==> src/rtl/hazard_ctrl_sb.sv <==
// Scoreboard hazard controller for a 5-stage pipeline: per-register latency
// countdowns, branch squash with optional tag-based undo, memory freeze, stall counter.
module hazard_ctrl_sb #(
  parameter int          REGW       = 5,
  parameter int          MAX_LAT    = 3,
  parameter int          LOAD_LAT   = 1,
  parameter int          ALU_LAT    = 0,
  parameter int          BR_RESOLVE = 1,
  parameter logic [31:0] STALL_RST  = 32'd0
) (
  input  logic            CLK,
  input  logic            RST,
  input  logic            id_valid,
  input  logic [REGW-1:0] id_rs,
  input  logic [REGW-1:0] id_rt,
  input  logic            id_uses_rs,
  input  logic            id_uses_rt,
  input  logic            id_wen,
  input  logic [REGW-1:0] id_rd,
  input  logic            id_is_load,
  input  logic            redirect,
  input  logic            ihit,
  input  logic            dmem_req,
  input  logic            dhit,
  output logic            pc_en,
  output logic            fd_stall,
  output logic            fd_flush,
  output logic            de_stall,
  output logic            de_flush,
  output logic            em_stall,
  output logic            em_flush,
  output logic            mw_stall,
  output logic            mw_flush,
  output logic [31:0]     stall_cycles
);
  localparam int NREG = 2**REGW;
  localparam int CW   = (MAX_LAT < 1) ? 1 : $clog2(MAX_LAT + 1);

  logic [NREG-1:0][CW-1:0] r_cnt, w_cnt_nxt;
  logic                    r_tag_vld;
  logic [REGW-1:0]         r_tag_rd;
  logic [CW-1:0]           r_tag_prev;
  logic [31:0]             r_stall_cycles;

  logic w_freeze, w_hazard, w_issue, w_wr, w_stall_cnt, w_restore;

  assign w_freeze    = dmem_req & ~dhit;
  assign w_hazard    = id_valid &
                       ((id_uses_rs && id_rs != '0 && r_cnt[id_rs] != '0) ||
                        (id_uses_rt && id_rt != '0 && r_cnt[id_rt] != '0));
  assign w_issue     = id_valid & ~w_freeze & ~redirect & ~w_hazard;
  assign w_wr        = w_issue & id_wen & (id_rd != '0);
  assign w_stall_cnt = ~w_freeze & ~redirect & w_hazard;
  assign w_restore   = (BR_RESOLVE == 2) && redirect && r_tag_vld && !w_freeze;

  assign stall_cycles = r_stall_cycles;

  always_comb begin
    pc_en    = 1'b1;
    fd_stall = 1'b0; fd_flush = 1'b0;
    de_stall = 1'b0; de_flush = 1'b0;
    em_stall = 1'b0; em_flush = 1'b0;
    mw_stall = 1'b0; mw_flush = 1'b0;
    if (RST) begin
      pc_en    = 1'b0;
      fd_flush = 1'b1; de_flush = 1'b1; em_flush = 1'b1; mw_flush = 1'b1;
    end else if (w_freeze) begin
      pc_en    = 1'b0;
      fd_stall = 1'b1; de_stall = 1'b1; em_stall = 1'b1; mw_stall = 1'b1;
    end else if (redirect) begin
      fd_flush = 1'b1;
      de_flush = 1'b1;
      em_flush = (BR_RESOLVE == 2);
    end else if (w_hazard) begin
      pc_en    = 1'b0;
      fd_stall = 1'b1;
      de_flush = 1'b1;
    end else if (!ihit) begin
      pc_en    = 1'b0;
      fd_flush = 1'b1;
    end
  end

  // Decrement first, then the new producer's latency, then a squash undo wins.
  always_comb begin
    w_cnt_nxt = r_cnt;
    for (int i = 1; i < NREG; i++)
      if (r_cnt[i] != '0) w_cnt_nxt[i] = r_cnt[i] - CW'(1);
    if (w_wr)
      w_cnt_nxt[id_rd] = id_is_load ? CW'(LOAD_LAT) : CW'(ALU_LAT);
    if (w_restore)
      w_cnt_nxt[r_tag_rd] = (r_tag_prev != '0) ? r_tag_prev - CW'(1) : '0;
  end

  always_ff @(posedge CLK or posedge RST) begin
    if (RST) begin
      r_cnt          <= '0;
      r_tag_vld      <= 1'b0;
      r_tag_rd       <= '0;
      r_tag_prev     <= '0;
      r_stall_cycles <= STALL_RST;
    end else if (!w_freeze) begin
      r_cnt      <= w_cnt_nxt;
      r_tag_vld  <= (BR_RESOLVE == 2) && w_wr;
      r_tag_rd   <= id_rd;
      r_tag_prev <= r_cnt[id_rd];
      if (w_stall_cnt && r_stall_cycles != 32'hFFFF_FFFF)
        r_stall_cycles <= r_stall_cycles + 32'd1;
    end
  end
endmodule

==> config.mk <==
export PLATFORM = sky130hd
export DESIGN_NAME = hazard_ctrl_sb
export DESIGN_NICKNAME = d
export VERILOG_FILES = /design/src/rtl/hazard_ctrl_sb.sv
export SDC_FILE = /design/constraint.sdc
export NUM_CORES = 1
export LEC_CHECK = 0
export ABC_AREA = 1
export ABC_CLOCK_PERIOD_IN_PS = 2550
export BUFFER_PORTS_ARGS = -buffer_cell sky130_fd_sc_hd__buf_2
export CORE_MARGIN = 2
export CORE_UTILIZATION = 55
export DETAILED_ROUTE_END_ITERATION = 16
export GPL_ROUTABILITY_DRIVEN = 0
export HOLD_SLACK_MARGIN = 0.1
export PLACE_DENSITY = 0.74
export SYNTH_ARGS = -nofsm -noshare
export SYNTH_HDL_FRONTEND = slang
export SYNTH_SLANG_ARGS = --single-unit
==> constraint.sdc <==
create_clock -name CLK -period 2.55 [get_ports CLK]
set_input_delay 0 -clock CLK [delete_from_list [all_inputs] [get_ports CLK]]
set_output_delay 0 -clock CLK [all_outputs]
set_load 0.02 [all_outputs]
==> reports/metrics.yaml, run 1 <==
timing:
  drv_slew: 0
  fin_crit_ns: 2.41
  fin_crit_sh_pct: 94.7
  hold_viol: 0
  worst_pin_slew_ns: 0.756
  whs_ns: 0.200
  skew_ns: 0.00969
  fin_tns_setup_ns: 0
  maxSlewHeadroom_pct: 49.6
  max_freq_mhz: 414
  setup_viol: 0
worst_setup_path:
  crit_buf_inv: 2
  cp_top_family: "simple AND/OR/NAND/NOR gates"
  cp_cell_sequence: "or2_1, or2_1, nand3_1, nand3_1, nand2_1, nand2_1, nand3_1, nand2_1, nand2_4, buf_12, o21ai_2, a21oi_1, buf_2"
  worst_path_largest_cell_delay_ns: 0.41
  start_kind: "register"
  worstSetupEndpointType: "output port"
  cp_max_fo: 15
  cp.required_ns: 2.55
  arrival_ns: 2.41
  critPathKind: "reg2out"
  slowest_stage: "dfrtp_1"
synthesis:
  synth_edf_count: 0
  ys_warn_count: 0
  ys_top_cells_by_area: "dfrtp_1 (33%), nand2_1 (23%), nand3_1 (9.3%)"
  synth_flop_cell: "dfrtp_1"
  synth_top_area_share_pct: 33.4
  netlist_instances: 1199
  synthDistinctLibCells: 31
  async_flop_share_pct: 100
  postSynthAreaPerCell_sq_um: 6.00
  syn_area_sq_mm: 0.00719
  ys_ff_latch: 96
  synth.yosys.seq_area_share_pct: 33.4
  synth_top_cell_by_area: "dfrtp_1"
  synth.net_count: 1226
clocking:
  ctsHtreeMaxLevel: 3
  clock_latency_ns: 0.36
  root_buffer: "clkbuf_16"
  clk_pin_slew_ns: 0.07
  clockBufferDepth: 2
  cts_tree: "built"
  cts_buffers: 9
  cts.sinks: 96
floorplanning:
  pin_count: 67
  die_area_sq_mm: 0.0140
  core-area_sq_mm: 0.0127
  start_util_pct: 56.7
  rows: 41
  die_x_microns: 118
  die_y_microns: 118
detailed_routing:
  via_per_inst: 5.40
  dr.pass1.iters: 5
  drt_wl_total_microns: 20700
  drcViolationCount: 0
  wl_per_cell_microns: 14.6
  vias: 7662
  first_iter_violations: 743
  ant_nets: 0
power_and_ir_drop:
  ir_drop_mv: 0.298
  finalPower_uw: 3860
  p_per_area_mw_per_mm2: 478
  total_leakage_power_uw: 0.00436
grt:
  grtUsageMet3_pct: 4.15
  grt_pass1_vias: 6608
  grt_pass1_wl_microns: 33600
  grt_max_degree: 85
  antenna_found_initial: 0
  busiest_layer: "met2"
  grt_use_total_pct: 29.7
  grt-ovfl-total: 0
  grt_util_met2_pct: 44.9
  grt_util_met1_pct: 43.1
placed_design:
  place_area_sq_mm: 0.00765
  io_buffers: 66
  place_hpwl_microns: 14000
cells_and_area:
  fin_nets: 1270
  syn2layout_area_growth_pct: 12.4
  n_antenna_cell: 0
  stdcell_area_sq_mm: 0.00808
  drive_above_1_share_pct: 9.05
outcome:
  status: "finished clean"
flow_run:
  max-cap-violations: 0
hold_path:
  hold_path_class: "in2async"
==> layout make-up <==
class | count | area [sq um]
fillers | 1244 | 4590
repair buffers | 84 | 551
multi-input cells | 903 | 4000
well taps | 172 | 215
clock inverters | 7 | 126
flip-flops and latches | 96 | 2400
clock buffers | 9 | 225
inverters | 149 | 563
==> layout by cell type (no fill, tap or decap), types with 2 or more instances in the layout <==
cell,n
a21oi_1,30
a31oi_1,2
buf_12,5
buf_2,66
buf_4,10
bufinv_16,3
clkbuf_16,10
clkinvlp_4,2
dfrtp_1,96
dlygate4sd3_1,2
inv_1,142
inv_2,5
inv_6,2
nand2_1,436
nand3_1,134
nand4_1,9
nor2_1,137
nor3_1,24
nor4_1,7
o21ai_0,40
o21ai_1,38
or2_1,2
or2_2,2
xnor2_1,8
xor2_1,22
==> path summary, 6_finish.rpt <==
kind / startpoint / endpoint / slack, ns / cells after the start
setup / recovery: r_cnt[59]$_DFFE_PP0N_ / fd_flush / 0.14 / 13
hold / removal: RST / stall_cycles[26]$_DFFE_PP0P_ / 0.20 / 3
setup reg to reg: r_cnt[59]$_DFFE_PP0N_ / stall_cycles[2]$_DFFE_PP0P_ / 0.21 / 15
hold reg to reg: register / register / 0.40 / 0
max in group asynchronous: RST / r_cnt[48]$_DFFE_PP0N_ / 1.59 / 4
min in group CLK: id_valid / r_cnt[43]$_DFFE_PP0N_ / 0.25 / 7
==> cells by family after synthesis <==
kind of cell / after synthesis / synth area share [%]
compound gates: 114 / 8.06
xor+xnor: 30 / 3.65
fa+ha+maj: 1 / 0.174
buf+inv: 200 / 11.4
flops: 96 / 33.4
simple gates: 758 / 43.3
==> per-stage QoR <==
stage	setup slack (ns)	util [%]	cells
2_1_floorplan	0.435	-	1199
4_1_cts	0.0130	63.3	1417
6_report	0.136	63.8	1420
3_3_place_gp	0.381	60.3	1399
3_5_place_dp	0.310	60.3	1399
5_1_grt	-0.00736	63.8	1420
==> synthesized netlist by cell type (2+ instances only) <==
cell type and number:
a21oi_1 31, a31oi_1 2, buf_1 5, buf_2 15
buf_4 11, clkbuf_1 19, dfrtp_1 96, inv_1 144
inv_2 4, nand2_1 436, nand2_2 2, nand3_1 134
nand4_1 9, nor2_1 138, nor3_1 24, nor4_1 7
o21ai_0 40, o21ai_1 39, or2_1 2, or2_2 2
xnor2_1 8, xor2_1 22
==> registers in the layout, indices dropped and copies added (netlist names), named ones only <==
signal / cells
r_cnt: 63
stall_cycles: 32
==> layer usage <==
metal | vias to the layer above | share of wire (%)
met3 | 32 | 6.9
met4 | 0 | 2.4
met2 | 269 | 45
met5 | - | 0
met1 | 3516 | 46
li1 | 3845 | -
==> tightest hold or removal path, cell delays in order <==
cell,delay [ns]
dlygate4sd3_1,0.53
buf_2,0.16
clkinvlp_4,0.26
==> power breakdown <==
| part | internal, uW | total (uW) | switching (uW) |
|---|---|---|---|
| registers | 1570 | 1630 | 61.4 |
| logic | 181 | 599 | 418 |
| clock network | 973 | 1630 | 661 |
==> repair_timing <==
action / CTS / global route
hold buffers: 2 / 0
gates resized for setup: 1 / 4
setup endpoints to repair: 3 / 3
hold endpoints to repair: 97 / 0
setup buffers: 0 / 2
pin swaps: 0 / 1
gates cloned: 0 / 1
Note: power is estimated with default switching activity, not from simulation.
==> run 2: changes to the inputs <==
==> constraint.sdc (replaced) <==
create_clock -name CLK -period 2.55 [get_ports CLK]
set_input_delay 0.51 -clock CLK [delete_from_list [all_inputs] [get_ports CLK]]
set_output_delay 0.51 -clock CLK [all_outputs]
set_load 0.02 [all_outputs]
==> run 2 against run 1 <==
  * Critical endpoint unchanged
  * Global-route usage up 0.69 points
  * Critical path depth fell by 1
  * Clock-buffer cell count unchanged
  * Setup slack worse by 0.18 ns
  * Clock skew is 0.0032 ns lower
  * Total power decreased by 1.7%
  * Clock power is 7% lower
  * The run now ends with setup timing left
  * Die area unchanged
  * Largest cell class unchanged
  * Sequential share of layout area is 1.1 points lower
  * Register-to-register slack better by 0.03 ns
  * Non-clock buffer count is 28 higher
==> reports/metrics.yaml, run 2 (same netlist as run 1, synthesis figures left out) <==
detailed_routing:
  vias: 7790  # +1.7%
  dr.pass1.iters: 5  # unchanged
  wl_per_cell_microns: 14.7  # +0.80%
  ant_nets: 0  # unchanged
  first_iter_violations: 747  # +0.54%
  drt_wl_total_microns: 21300  # +2.9%
  drcViolationCount: 0  # unchanged
  via_per_inst: 5.38  # -0.36%
power_and_ir_drop:
  seqPwrFrac_pct: 42.9  # +0.7 points
  ir_drop_mv: 0.405  # +36%
  total_leakage_power_uw: 0.00450  # +3.1%
  p_sw_uw: 1140  # +0.42%
  swShare_pct: 30.2  # +0.65 points
  finalPower_uw: 3790  # -1.7%
  power_frac_clock_pct: 40.1  # -2.2 points
  p_per_area_mw_per_mm2: 450  # -5.7%
  p_int_uw: 2650  # -2.6%
  p_comb_share_pct: 17.0  # +1.5 points
timing:
  max_freq_mhz: 386  # -6.8%
  maxSlewHeadroom_pct: 43.3  # -6.3 points
  setup_viol: 2  # +2
  fin_crit_sh_pct: 102  # +7.0 points
  fin_crit_ns: 2.59  # +0.177 ns
  setup_slack_ns: -0.0416  # -0.177 ns
  worst_pin_slew_ns: 0.850  # +0.0940 ns
  rsz0062_at_grt: "yes"
  hold_viol: 0  # unchanged
  skew_ns: 0.00645  # -0.00324 ns
  drv_slew: 0  # unchanged
grt:
  busiest_layer: "met2"
  grt-ovfl-total: 0  # unchanged
  grt_pass1_vias: 6997  # +5.9%
  grtUsageMet3_pct: 4.83  # +0.68 points
  grt_util_met2_pct: 46.9  # +2.0 points
  antenna_found_initial: 1  # +1
  grt_pass1_wl_microns: 34600  # +3.0%
  grt_max_degree: 65  # -24%
  grt_util_met1_pct: 42.9  # -0.13 points
  grt_use_total_pct: 30.4  # +0.69 points
placed_design:
  dp_slack_ns: -0.126  # -0.436 ns
  place_hpwl_microns: 14800  # +5.7%
  dp.cells: 1414  # +1.1%
  io_buffers: 66  # unchanged
flow_run:
  max-cap-violations: 0  # unchanged
floorplanning:
  die_y_microns: 118  # unchanged
  die_area_sq_mm: 0.0140  # unchanged
  rows: 41  # unchanged
  start_util_pct: 56.7  # unchanged
  core-area_sq_mm: 0.0127  # unchanged
  die_x_microns: 118  # unchanged
  pin_count: 67  # unchanged
cells_and_area:
  syn2layout_area_growth_pct: 17.2
  fin_nets: 1298  # +2.2%
  stdcell_count: 1449  # +2.0%
  layout_common_cells: "nand2_1 (428), inv_1 (138), nor2_1 (133)"
  largest_reg_flops: 63  # unchanged
  drive_above_1_share_pct: 13.9  # +4.9 points
  final_common_cell: "nand2_1"
  final_util_pct: 66.5  # +2.7 points
  largest-register: "r_cnt"
clocking:
  cts.sinks: 96  # unchanged
  cts_tree: "built"
  root_buffer: "clkbuf_16"
  clock_latency_ns: 0.36  # about the same
  clockBufferDepth: 2  # unchanged
  ctsHtreeMaxLevel: 3  # unchanged
  cts_buffers: 9  # unchanged
  clk_pin_slew_ns: 0.07  # about the same
worst_setup_path:
  cp_max_fo: 5  # -10
  cp.required_ns: 2.04  # -0.51 ns
  critPathKind: "reg2out"
  arrival_ns: 2.08  # -0.33 ns
  start_kind: "register"
  worstSetupEndpointType: "output port"
hold_path:
  hold_path_class: "in2async"
outcome:
  violations: "setup timing"
  status: "finished, violations left"
-- run 2: power by group through the flow --
stage	clock [uW]	sequential [uW]	combinational [uW]
2_1_floorplan	0	1670	353
3_3_place_gp	0	1650	579
3_5_place_dp	0	1650	586
4_1_cts	1550	1620	608
5_1_grt	1600	1630	702
6_report	1520	1630	645
-- run 2: worst paths after layout --
path | startpoint | end | slack (ns) | cells past startpoint
max in group asynchronous | RST | r_cnt[35]$_DFFE_PP0N_ | 1.36 | 3
worst min register to register | register | register | 0.42 | 0
worst max-delay path | r_cnt[35]$_DFFE_PP0N_ | fd_flush | -0.04 | 12
worst max register to register | r_cnt[35]$_DFFE_PP0N_ | r_cnt[42]$_DFFE_PP0N_ | 0.24 | 15
min in group CLK | register | register | 0.42 | 0
worst min-delay path | RST | stall_cycles[22]$_DFFE_PP0P_ | 0.41 | 3
-- run 2: worst max-delay path: stages, from the launching register on --
cell     delay (ns)
dfrtp_2        0.44
o21ai_1        0.22
nand3_1        0.12
nand3_1        0.13
nand2_1        0.07
nand2_1        0.06
nand3_1        0.06
nand3_1        0.10
nand2_2        0.08
nand2_4        0.08
o21ai_4        0.07
a21oi_2        0.16
buf_6          0.14
-- run 2: stage by stage --
stage	hold WS, ns	area, sq um	setup TNS (ns)
floorplan	0.446	7200	-1.39
global placement	0.393	7760	-0.265
detailed placement	0.398	7760	-0.395
CTS	0.377	8190	-0.137
global route	0.440	8420	-0.510
finish	0.412	8420	-0.0651
-- run 2: cell type report --
class | instances | area (sq um)
Fill cell | 1182 | 4250
Multi-Input combinational cell | 903 | 4110
Sequential cell | 96 | 2410
Timing Repair Buffer | 112 | 773
Inverter | 149 | 582
Clock buffer | 9 | 225
Tap cell | 172 | 215
Clock inverter | 7 | 104
Antenna cell | 1 | 2.50
-- run 2: what timing repair did --
item | 4_1_cts | 5_1_grt
hold buffers | 0 | 0
setup buffers | 6 | 15
pin swaps | 13 | 17
resized for setup | 22 | 50
endpoints found under the setup margin | 4 | 17
-- run 2: routing by layer --
metal  vias to the layer above  wire (microns)  part of all wire [%]
met2                       323            9480                    45
li1                       3899               -                     -
met4                         0             468                   2.2
met1                      3534            9570                    45
met5                         -               0                     0
met3                        34            1770                   8.3
==> run 3: changes to the inputs <==
- RECOVER_POWER: not set -> 25
==> run 3 against run 2 <==
  * The flow finishes with violations (capacitance limit, slew limit, setup timing)
  * Critical path depth did not move
  * First-iteration DRC count stayed put
  * Sequential share of layout area is essentially flat
  * Combinational power barely moved
  * Setup slack gained 0.0028 ns
  * Critical endpoint unchanged
  * Largest cell class unchanged
  * Largest power group unchanged
==> reports/metrics.yaml, run 3 (same netlist as run 1, synthesis figures left out) <==
worst_setup_path:
  arrival_ns: 2.08  # about the same
  worstSetupEndpointType: "output port"
  cp_max_fo: 5  # unchanged
  start_kind: "register"
  critPathKind: "reg2out"
  reg2reg_slack_ns: 0.23  # about the same
  crit_buf_inv: 1  # unchanged
  slowest_stage: "dfrtp_2"
  cp_top_family: "simple AND/OR/NAND/NOR gates"
  cp_common_cell: "nand3_1"
  cp.required_ns: 2.04  # about the same
  cp_cell_sequence: "o21ai_1, nand3_1, nand3_1, nand2_1, nand2_1, nand3_1, nand3_1, nand2_2, nand2_4, o21ai_4, a21oi_2, buf_6"
  worst_path_largest_cell_delay_ns: 0.44  # about the same
floorplanning:
  pin_count: 67  # unchanged
  die_x_microns: 118  # unchanged
  start_util_pct: 56.7  # unchanged
  die_area_sq_mm: 0.0140  # unchanged
  core-area_sq_mm: 0.0127  # unchanged
  die_y_microns: 118  # unchanged
  rows: 41  # unchanged
cells_and_area:
  register_area_sq_mm: 0.00241  # unchanged
  drive_above_1_share_pct: 13.9  # -0.078 points
  largest-register: "r_cnt"
  multi_input_area_sq_mm: 0.00411  # unchanged
  final_common_cell: "nand2_1"
  layout_common_cells: "nand2_1 (428), inv_1 (138), nor2_1 (133)"
  fill_cells: 1184  # +0.17%
  final_util_pct: 66.4  # about the same
  fin_nets: 1298  # unchanged
  largest_reg_flops: 63  # unchanged
  syn2layout_area_growth_pct: 17.1  # about the same
timing:
  setup_viol: 2  # unchanged
  skew_ns: 0.00671  # +0.000260 ns
  max_freq_mhz: 386  # +0.11%
  rsz0062_at_grt: "yes"
  hold_viol: 0  # unchanged
  maxSlewHeadroom_pct: -15.3  # -59 points
  worst_pin_slew_ns: 1.73  # +0.879 ns
  fin_crit_ns: 2.59  # -0.00280 ns
  setup_slack_ns: -0.0388  # +0.00280 ns
  drv_slew: 98  # +98
  fin_crit_sh_pct: 102  # -0.11 points
power_and_ir_drop:
  ir_drop_mv: 0.404  # about the same
  p_per_area_mw_per_mm2: 451  # about the same
  p_int_uw: 2650  # about the same
  total_leakage_power_uw: 0.00449  # about the same
  p_comb_share_pct: 17.0  # about the same
  power_frac_clock_pct: 40.1  # about the same
  finalPower_uw: 3790  # about the same
  seqPwrFrac_pct: 42.9  # about the same
  p_sw_uw: 1140  # about the same
  swShare_pct: 30.2  # about the same
detailed_routing:
  drt_wl_total_microns: 21300  # about the same
  via_per_inst: 5.40  # +0.44%
  vias: 7824  # +0.44%
  dr.pass1.iters: 8  # +3
  first_iter_violations: 747  # unchanged
  drcViolationCount: 0  # unchanged
  ant_nets: 0  # unchanged
  wl_per_cell_microns: 14.7  # about the same
clocking:
  cts.sinks: 96  # unchanged
  clock_latency_ns: 0.36  # about the same
  cts_tree: "built"
  cts_buffers: 9  # unchanged
  clk_pin_slew_ns: 0.07  # about the same
  ctsHtreeMaxLevel: 3  # unchanged
  root_buffer: "clkbuf_16"
  clockBufferDepth: 2  # unchanged
  hold_buffers: 0  # unchanged
hold_path:
  hold_path_class: "reg2reg"
grt:
  grt_pass1_vias: 6997  # unchanged
  grt_use_total_pct: 30.4  # unchanged
  antenna_found_initial: 1  # unchanged
  grt-ovfl-total: 0  # unchanged
  grt_max_degree: 65  # unchanged
  grt_pass1_wl_microns: 34600  # unchanged
placed_design:
  place_hpwl_microns: 14800  # unchanged
  io_buffers: 66  # unchanged
  dp_slack_ns: -0.126  # unchanged
outcome:
  status: "finished, violations left"
  violations: "capacitance limit, slew limit, setup timing"
flow_run:
  max-cap-violations: 2  # +2
[run 3: changes by cell type in the layout (fill, tap and decap cells not counted), sizes merged]
cell | previous run | this run
clkbuf | 10 | 12
buf | 111 | 109
[run 3: metrics by stage]
| stage | cell area (sq um) | std cells | hold slack, ns | TNS [ns] |
|---|---|---|---|---|
| finish | 8420 | 1449 | 0.415 | -0.0571 |
| global route | 8420 | 1449 | 0.440 | -0.510 |
| CTS | 8190 | 1434 | 0.377 | -0.137 |
| detailed placement | 7760 | 1414 | 0.398 | -0.395 |
| global placement | 7760 | 1414 | 0.393 | -0.265 |
| floorplan | 7200 | 1199 | 0.446 | -1.39 |
[run 3: path summary, 6_finish.rpt]
kind                                  startpoint                            to  cells after the start
hold reg to reg                         register                      register                      0
setup / recovery           r_cnt[35]$_DFFE_PP0N_                      fd_flush                     12
setup reg to reg           r_cnt[35]$_DFFE_PP0N_         r_cnt[42]$_DFFE_PP0N_                     15
max in group asynchronous                    RST         r_cnt[34]$_DFFE_PP0N_                      3
hold / removal                          register                      register                      0
min in group asynchronous                    RST  stall_cycles[31]$_DFFE_PP0P_                      3
[run 3: power groups by stage]
stage / clock network (uW) / logic, uW / registers (uW)
final: 1520 / 644 / 1630
after detailed placement: 0 / 586 / 1650
after CTS: 1550 / 608 / 1620
after global routing: 1600 / 700 / 1630
after global placement: 0 / 579 / 1650
after floorplan: 0 / 353 / 1670
[run 3: worst register-to-register path: stages (launching register included)]
cell     delay, ns
dfrtp_2       0.44
o21ai_1       0.21
nand3_1       0.12
nand3_1       0.13
nand2_1       0.07
nand2_1       0.06
nand3_1       0.06
nand3_1       0.09
nand2_2       0.08
nand2_4       0.08
buf_6         0.11
buf_4         0.14
buf_6         0.27
nand3_1       0.16
nand3_1       0.13
nand2_1       0.05
[run 3: what timing repair did]
item                                   in CTS  in global routing
buffers inserted                            6                 15
endpoints found under the hold margin       0                  0
setup endpoints to repair                   4                 17
resized for setup                          22                 50
pin swaps                                  13                 17
[run 3: per-layer routing]
| layer | track usage (%) | wire length [microns] |
|---|---|---|
| met4 | 11.5 | 518 |
| met2 | 46.9 | 9440 |
| met1 | 42.9 | 9570 |
| met5 | 0 | 0 |
| met3 | 4.83 | 1790 |
[run 3: layout make-up]
cell class | instances | share of cell area [%]
antenna | 1 | 0.0297
multi-input combinational | 903 | 48.8
clock buffer | 9 | 2.68
inverter | 149 | 6.91
sequential | 96 | 28.7
clock inverter | 7 | 1.23
tap | 172 | 2.56
timing repair buffer | 112 | 9.11
